File: src/rtl/debounce_pkg.sv
// Shared types and helpers for the switch debouncer bank.
package debounce_pkg;

    typedef enum logic [1:0] {
        IDLE = 2'b00,
        DLY1 = 2'b01,
        HALT = 2'b10,
        DLY2 = 2'b11
    } db_state_e;

    function automatic int unsigned ms_to_cyc(input int unsigned clk_hz, input int unsigned ms);
        return (clk_hz / 1000) * ms;
    endfunction

endpackage

File: src/rtl/debounce_channel.sv
// One debounced switch: synchroniser, window counter, 4-state FSM, strobes.
// Long-press strobe is built only when DEBOUNCE_LONG_PRESS_EN is defined.
module debounce_channel
    import debounce_pkg::*;
#(
    parameter int unsigned DB_CYC   = 8,
    parameter int unsigned LONG_CYC = 20
) (
    input  logic clk_50MHz_i,
    input  logic rst_async_la_i,
    input  logic sw_noisy_i,
    output logic sw_clean_o,
    output logic press_o,
    output logic release_o,
    output logic long_o
);

`ifdef DEBOUNCE_LONG_PRESS_EN
    localparam int unsigned CNT_W = $clog2(LONG_CYC);
`else
    localparam int unsigned CNT_W = $clog2(DB_CYC);
`endif
    localparam logic [CNT_W-1:0] DB_LAST = CNT_W'(DB_CYC - 1);

    if (DB_CYC < 2) begin : g_bad_db
        $error("debounce_channel: DB_CYC must be >= 2");
    end
    if (LONG_CYC <= DB_CYC) begin : g_bad_long
        $error("debounce_channel: LONG_CYC must exceed DB_CYC");
    end

    logic [1:0]       sync_q, sync_d;
    db_state_e        state_q, state_d;
    logic [CNT_W-1:0] cnt_q, cnt_d;
    logic             press_q, press_d;
    logic             release_q, release_d;
    logic             s;

    assign s = sync_q[1];

`ifdef DEBOUNCE_LONG_PRESS_EN
    localparam logic [CNT_W-1:0] LONG_LAST = CNT_W'(LONG_CYC - 1);
    logic long_q, long_d;
    logic long_done_q, long_done_d;
`endif

    always_comb begin
        sync_d    = {sync_q[0], sw_noisy_i};
        state_d   = state_q;
        press_d   = 1'b0;
        release_d = 1'b0;
        unique case (state_q)
            IDLE: if (s) state_d = DLY1;
            DLY1: begin
                if (!s) state_d = IDLE;
                else if (cnt_q == DB_LAST) begin
                    state_d = HALT;
                    press_d = 1'b1;
                end
            end
            HALT: if (!s) state_d = DLY2;
            DLY2: begin
                if (s) state_d = HALT;
                else if (cnt_q == DB_LAST) begin
                    state_d   = IDLE;
                    release_d = 1'b1;
                end
            end
            default: state_d = IDLE;
        endcase

        cnt_d = cnt_q;
        if (state_d != state_q) cnt_d = '0;
        else if (state_q == DLY1 || state_q == DLY2) cnt_d = cnt_q + 1'b1;
`ifdef DEBOUNCE_LONG_PRESS_EN
        else if (state_q == HALT && cnt_q != LONG_LAST) cnt_d = cnt_q + 1'b1;

        // long_done survives DLY2 bounces so a single press strobes at most once
        long_d      = 1'b0;
        long_done_d = long_done_q;
        if (state_q == IDLE) long_done_d = 1'b0;
        else if (state_q == HALT && state_d == HALT && cnt_q == LONG_LAST && !long_done_q) begin
            long_d      = 1'b1;
            long_done_d = 1'b1;
        end
`endif
    end

    always_ff @(posedge clk_50MHz_i or negedge rst_async_la_i) begin
        if (!rst_async_la_i) begin
            sync_q    <= '0;
            state_q   <= IDLE;
            cnt_q     <= '0;
            press_q   <= 1'b0;
            release_q <= 1'b0;
`ifdef DEBOUNCE_LONG_PRESS_EN
            long_q      <= 1'b0;
            long_done_q <= 1'b0;
`endif
        end else begin
            sync_q    <= sync_d;
            state_q   <= state_d;
            cnt_q     <= cnt_d;
            press_q   <= press_d;
            release_q <= release_d;
`ifdef DEBOUNCE_LONG_PRESS_EN
            long_q      <= long_d;
            long_done_q <= long_done_d;
`endif
        end
    end

    assign sw_clean_o = (state_q == HALT) || (state_q == DLY2);
    assign press_o    = press_q;
    assign release_o  = release_q;
`ifdef DEBOUNCE_LONG_PRESS_EN
    assign long_o     = long_q;
`else
    assign long_o     = 1'b0;
`endif

endmodule

File: src/rtl/debounce_bank.sv
// N_CH independent switch debouncers in the clk_50MHz_i domain.
// Define DEBOUNCE_LONG_PRESS_EN to enable the long-press strobe.
module debounce_bank
    import debounce_pkg::*;
#(
    parameter int unsigned N_CH    = 4,
    parameter int unsigned CLK_HZ  = 50_000_000,
    parameter int unsigned DB_MS   = 30,
    parameter int unsigned LONG_MS = 1000
) (
    input  logic            clk_50MHz_i,
    input  logic            rst_async_la_i,
    input  logic [N_CH-1:0] sw_noisy_i,
    output logic [N_CH-1:0] sw_clean_o,
    output logic [N_CH-1:0] press_o,
    output logic [N_CH-1:0] release_o,
    output logic [N_CH-1:0] long_o
);

    localparam int unsigned DB_CYC   = ms_to_cyc(CLK_HZ, DB_MS);
    localparam int unsigned LONG_CYC = ms_to_cyc(CLK_HZ, LONG_MS);

    if (N_CH < 1 || N_CH > 32) begin : g_bad_nch
        $error("debounce_bank: N_CH must be 1..32");
    end

    for (genvar i = 0; i < N_CH; i++) begin : g_ch
        debounce_channel #(
            .DB_CYC   (DB_CYC),
            .LONG_CYC (LONG_CYC)
        ) u_ch (
            .clk_50MHz_i    (clk_50MHz_i),
            .rst_async_la_i (rst_async_la_i),
            .sw_noisy_i     (sw_noisy_i[i]),
            .sw_clean_o     (sw_clean_o[i]),
            .press_o        (press_o[i]),
            .release_o      (release_o[i]),
            .long_o         (long_o[i])
        );
    end

endmodule

File: config.mk
export PLATFORM = sky130hd
export DESIGN_NAME = debounce_bank
export DESIGN_NICKNAME = d
export VERILOG_FILES = /design/src/rtl/debounce_pkg.sv /design/src/rtl/debounce_channel.sv /design/src/rtl/debounce_bank.sv
export SDC_FILE = /design/constraint.sdc
export NUM_CORES = 1
export LEC_CHECK = 0
export CAP_MARGIN = 20
export CORE_MARGIN = 2
export CORE_UTILIZATION = 45
export DETAILED_ROUTE_END_ITERATION = 8
export GPL_ROUTABILITY_DRIVEN = 0
export HOLD_SLACK_MARGIN = 0.02
export PLACE_DENSITY = 0.69
export SLEW_MARGIN = 20
export SYNTH_ARGS = -nofsm -noshare
export SYNTH_HDL_FRONTEND = slang
export SYNTH_SLANG_ARGS = --single-unit
File: constraint.sdc
create_clock -name clk_50MHz_i -period 2.74 [get_ports clk_50MHz_i]
set_input_delay 0.548 -clock clk_50MHz_i [delete_from_list [all_inputs] [get_ports clk_50MHz_i]]
set_output_delay 0.548 -clock clk_50MHz_i [all_outputs]
set_load 0.05 [all_outputs]
Word level (Yosys, flattened, before mapping)
Cells that the tools add are included.
- output and inout port bits: 16
- logic and storage cells: 116
- flip-flop bits (word level): 108
- input port bits: 6
- muxes and demuxes: 56
- equal/unequal tests: 20
- add/subtract/negate cells: 4
- reduce and logical (&&, ||, !) cells: 16
- operator list (cell ; count):
    21-bit two-way mux ; 8
    21-bit by 1-bit adder with 21-bit output (second input constant) ; 4
    21-bit == test (second input constant) ; 4
    2-bit two-way mux ; 24
    2-bit case mux with 4 select lines ; 4
    1-bit two-way mux ; 20
    2-bit == test (second input constant) ; 8
    2-bit by 1-bit == test with 1-bit output (second input constant) ; 4
    2-bit zero test ; 4
    1-bit logical OR ; 8
    2-bit inequality test ; 4
    2-bit nonzero test ; 4

Longest topological paths before layout
- depth in word-level cells: 6
- mapped depth: 9
- depth with buffers taken out: 8

Modules after synthesis
Synthesis repeated with hierarchy kept, for this count alone.
- cell total of the unflattened synthesis: 556
- area total of the unflattened synthesis: 5695.5 um^2
- by module, submodules not included (module ; area each (um^2) ; times used ; cells an instance ; seq. area each (um^2)):
    debounce_channel ; 1423.9 ; 4 ; 139 ; 675.6

Worst setup path before layout
OpenSTA, ideal clock, no wires.
- path type: register to register
- from: register g_ch[0].u_ch.cnt_q[7]
- to: register g_ch[0].u_ch.state_q[1]
- stages on the path, launching flop included: 5
- arrival time: 1771 ps
- period minus slack after synthesis: 1899 ps
- buffers on the path: 0
- path slack: 841 ps
- required time: 2612 ps
- cells stage by stage: dfrtp_1 or4b_1 nor4_4 nand4b_1 mux2_1
- cells in the longest elaborated chain, start to end: 4
- elaborated cells on any way between the ends: 6
- ends and longest elaborated chain (item ; line ; RTL):
    from (decl) ; debounce_channel.sv:34 ; logic [CNT_W-1:0] cnt_q, cnt_d;
    from (signal assigned) ; debounce_channel.sv:103 ; cnt_q <= cnt_d;
    21-bit == test (*) ; debounce_channel.sv:56, debounce_channel.sv:64 ;
    2-bit two-way mux (on tied branches) ; debounce_channel.sv:64, debounce_channel.sv:56 ;
    2-bit two-way mux (on tied branches) ; debounce_channel.sv:63, debounce_channel.sv:55 ;
    2-bit case mux with 4 select lines (*) ; debounce_channel.sv:52 ; unique case (state_q)
    via g_ch[0].u_ch.state_d[1] ; debounce_channel.sv:33 ; db_state_e state_q, state_d;
    to (signal assigned) ; debounce_channel.sv:102 ; state_q <= state_d;
    to (decl) ; debounce_channel.sv:33 ;
Mark *: on every way through the listed nets, which the timed path passes. The rest lies on a longest branch.
A chain may end at the register's enable or synchronous reset.

Worst setup path in the final report
- from: register g_ch[3].u_ch.state_q[1]
- to: output sw_clean_o[3]
- cells in the longest elaborated chain, start to end: 2
- elaborated cells on any way between the ends: 3
- ends and longest elaborated chain (item ; line ; RTL):
    from (decl) ; debounce_channel.sv:33 ;
    from (signal assigned) ; debounce_channel.sv:102 ;
    2-bit == test ; debounce_channel.sv:113 ; assign sw_clean_o = (state_q == HALT) || (state_q == DLY2);
    1-bit logical OR (*) ; debounce_channel.sv:113 ;
    to (decl) ; debounce_bank.sv:14 ; output logic [N_CH-1:0] sw_clean_o,
Every way passes the cells marked *; elsewhere a longest branch is shown, timed or not.

==> results.json <==
{
  "status": "completed",
  "min_period_over_period_pct": 79.5,
  "maxSlewHeadroom_pct": 45.5,
  "cp_max_fo": 6,
  "postSynth.asyncResetShare_pct": 100,
  "finClkSkew_ps": 6.71,
  "synthTopCellsByArea": "dfrtp_1, xor2_1, nand2_1, nand3_1, xnor2_1",
  "fmax_mhz": 459,
  "synth_edf_count": 0,
  "num_io_pins": 22,
  "ys_types": 55,
  "hold_violations": 0,
  "grt_max_degree": 109,
  "cts_buffers": 9,
  "syn_avg_cell_area_um2": 9.52,
  "hold_class": "in -> async",
  "peakVddDrop_mv": 0.304,
  "end_kind": "primary output",
  "crit_path_start_kind": "flop",
  "routed_wl_um": 10500,
  "drv_slew": 0,
  "cts-resized-gates": 0,
  "crit_arrival_ps": 1630,
  "wl_per_cell_um": 13.9,
  "firstDrtPassIters": 4,
  "crit_chain": "clkdlybuf4s50_1",
  "initial_core_util_pct": 46.1,
  "postSynthCellCount": 584,
  "cts_tree": "done",
  "avgViaCountPerCell": 5.41,
  "max_cap_viol_count": 0,
  "grt-ovfl-total": 0,
  "rows": 40,
  "setup_viol": 0,
  "crit_family": "buffers and inverters",
  "rrSetupSlack_ps": 580,
  "die_x_um": 115,
  "synth_largest_area_cell": "dfrtp_1",
  "root_buffer": "clkbuf_16",
  "max_stage_delay_ps": 840,
  "yosys_warnings": 0,
  "yosysSeqAreaShare_pct": 48.6,
  "leakage_uw": 0.00251,
  "clk_latency_ps": 350,
  "ys_top_cells_by_count": "dfrtp_1, nand2_1, nor2_1, nand3_1, xor2_1",
  "ant_nets": 0,
  "cts_sinks": 108,
  "dp_hpwl_um": 7180,
  "cts_buffer_depth": 2,
  "setup_tns_ps": 0,
  "final_cell_count_no_fill": 757,
  "crit_buf_inv": 1,
  "final_nets": 595,
  "yosys.area.top_type_share_pct": 48.6,
  "postCtsSetupRepairBufs": 0,
  "port-buffer-count": 17,
  "antenna_found_initial": 0,
  "fin_crit_ps": 2180,
  "timing.rr.start": "g_ch[1].u_ch.cnt_q[0]",
  "fill_cells": 1083,
  "grt_first_pass_wirelength_um": 18400,
  "worstRegToRegCells": 8,
  "yosysMostFrequentCell": "dfrtp_1",
  "place_inst": 742,
  "grt_pass1_vias": 3990,
  "power.density_nw_per_um2": 527,
  "layout-drive-gt1-share_pct": 7.13,
  "slowest_stage": "clkdlybuf4s50_1",
  "syn_area_um2": 5560,
  "worst_pin_slew_ps": 816,
  "cts_max_level": 3,
  "drc": 0,
  "grtUsageTotal_pct": 17.2,
  "worstSetupPathType": "reg -> out",
  "cts_hold_buf": 0,
  "worstReg2RegEnd": "g_ch[1].u_ch.cnt_q[15]",
  "die_y_um": 115,
  "antenna_cells": 0,
  "via_count": 4092,
  "die_area_um2": 13300,
  "drt_iter0_drc": 306,
  "rsz0062_at_grt": "no",
  "whs_ps": 257,
  "core_um2": 12100,
  "ys.flop_type": "dfrtp_1",
  "clk_pin_slew_ps": 70,
  "critical_path_required_ps": 2190,
  "area_growth_pct": 10.4,
  "synth_seq_cells": 108
}
## power by group
group	switching, µW	internal, µW
Combinational	111	44.8
Sequential	31.4	1620
Clock	558	872
## state kept, by name, indices dropped and copies added (netlist names)
register / cells
g_ch.u_ch.cnt_q: 84
g_ch.u_ch.sync_q: 8
g_ch.u_ch.press_o: 4
g_ch.u_ch.state_q: 8
g_ch.u_ch.release_o: 4
## cell type report
type | instances | area (µm²) | share of cell area [%]
sequential | 108 | 2700 | 44.0
multi-input combinational | 430 | 2610 | 42.5
clock buffer | 12 | 267 | 4.34
timing repair buffer | 25 | 240 | 3.91
tap | 168 | 210 | 3.42
clock inverter | 3 | 68.8 | 1.12
inverter | 11 | 41.3 | 0.673
## worst max path at each step
stage	endpoint	slack, ps	cells past startpoint	startpoint
finish	sw_clean_o[3]	560	1	g_ch[3].u_ch.state_q[1]
global route	g_ch[1].u_ch.cnt_q[3]	340	8	g_ch[1].u_ch.cnt_q[0]
CTS	g_ch[1].u_ch.cnt_q[15]	540	8	g_ch[1].u_ch.cnt_q[0]
detailed placement	g_ch[1].u_ch.cnt_q[15]	550	8	g_ch[1].u_ch.cnt_q[0]
global placement	g_ch[0].u_ch.cnt_q[8]	640	6	g_ch[0].u_ch.cnt_q[0]
floorplan	g_ch[0].u_ch.state_q[1]	840	4	g_ch[0].u_ch.cnt_q[7]
## cell usage in the layout, fill, tap and decap left out, drive strengths merged, types with 9 or more instances in the layout
cell	n
and3	11
nand4	26
o22ai	9
buf	9
nor3b	11
a31oi	10
dfrtp	108
xnor2	25
inv	11
xor2	38
clkdlybuf4s50	16
nor3	15
clkbuf	12
a21oi	17
nand3	50
o21ai	22
nor2	54
nand2	73
## cell families after synthesis
family | synth area share, %
buffers and inverters | 4.66
adders and majority gates | 0.900
xor gates and xnor gates | 9.92
and+or+nand+nor | 25.7
muxes | 1.98
other | 0.0674
AOI/OAI and AO/OA | 8.19
DFF | 48.6
## layer usage
metal  part of all wire (%)  track usage [%]
met1                     47             22.0
met2                     49             28.4
met3                    3.6             5.01
met4                   0.78             5.54
met5                      0                0
## through the flow
stage / util (%) / total power [µW] / cell area [µm²] / setup slack [ps]
floorplan: - / 1770 / 5570 / 841
global placement: 48.1 / 1830 / 5800 / 640
detailed placement: 48.1 / 1840 / 5800 / 546
CTS: 50.9 / 3280 / 6140 / 539
global route: 50.9 / 3360 / 6140 / 342
finish: 50.9 / 3240 / 6140 / 561
(Power assumes the default switching activity.)
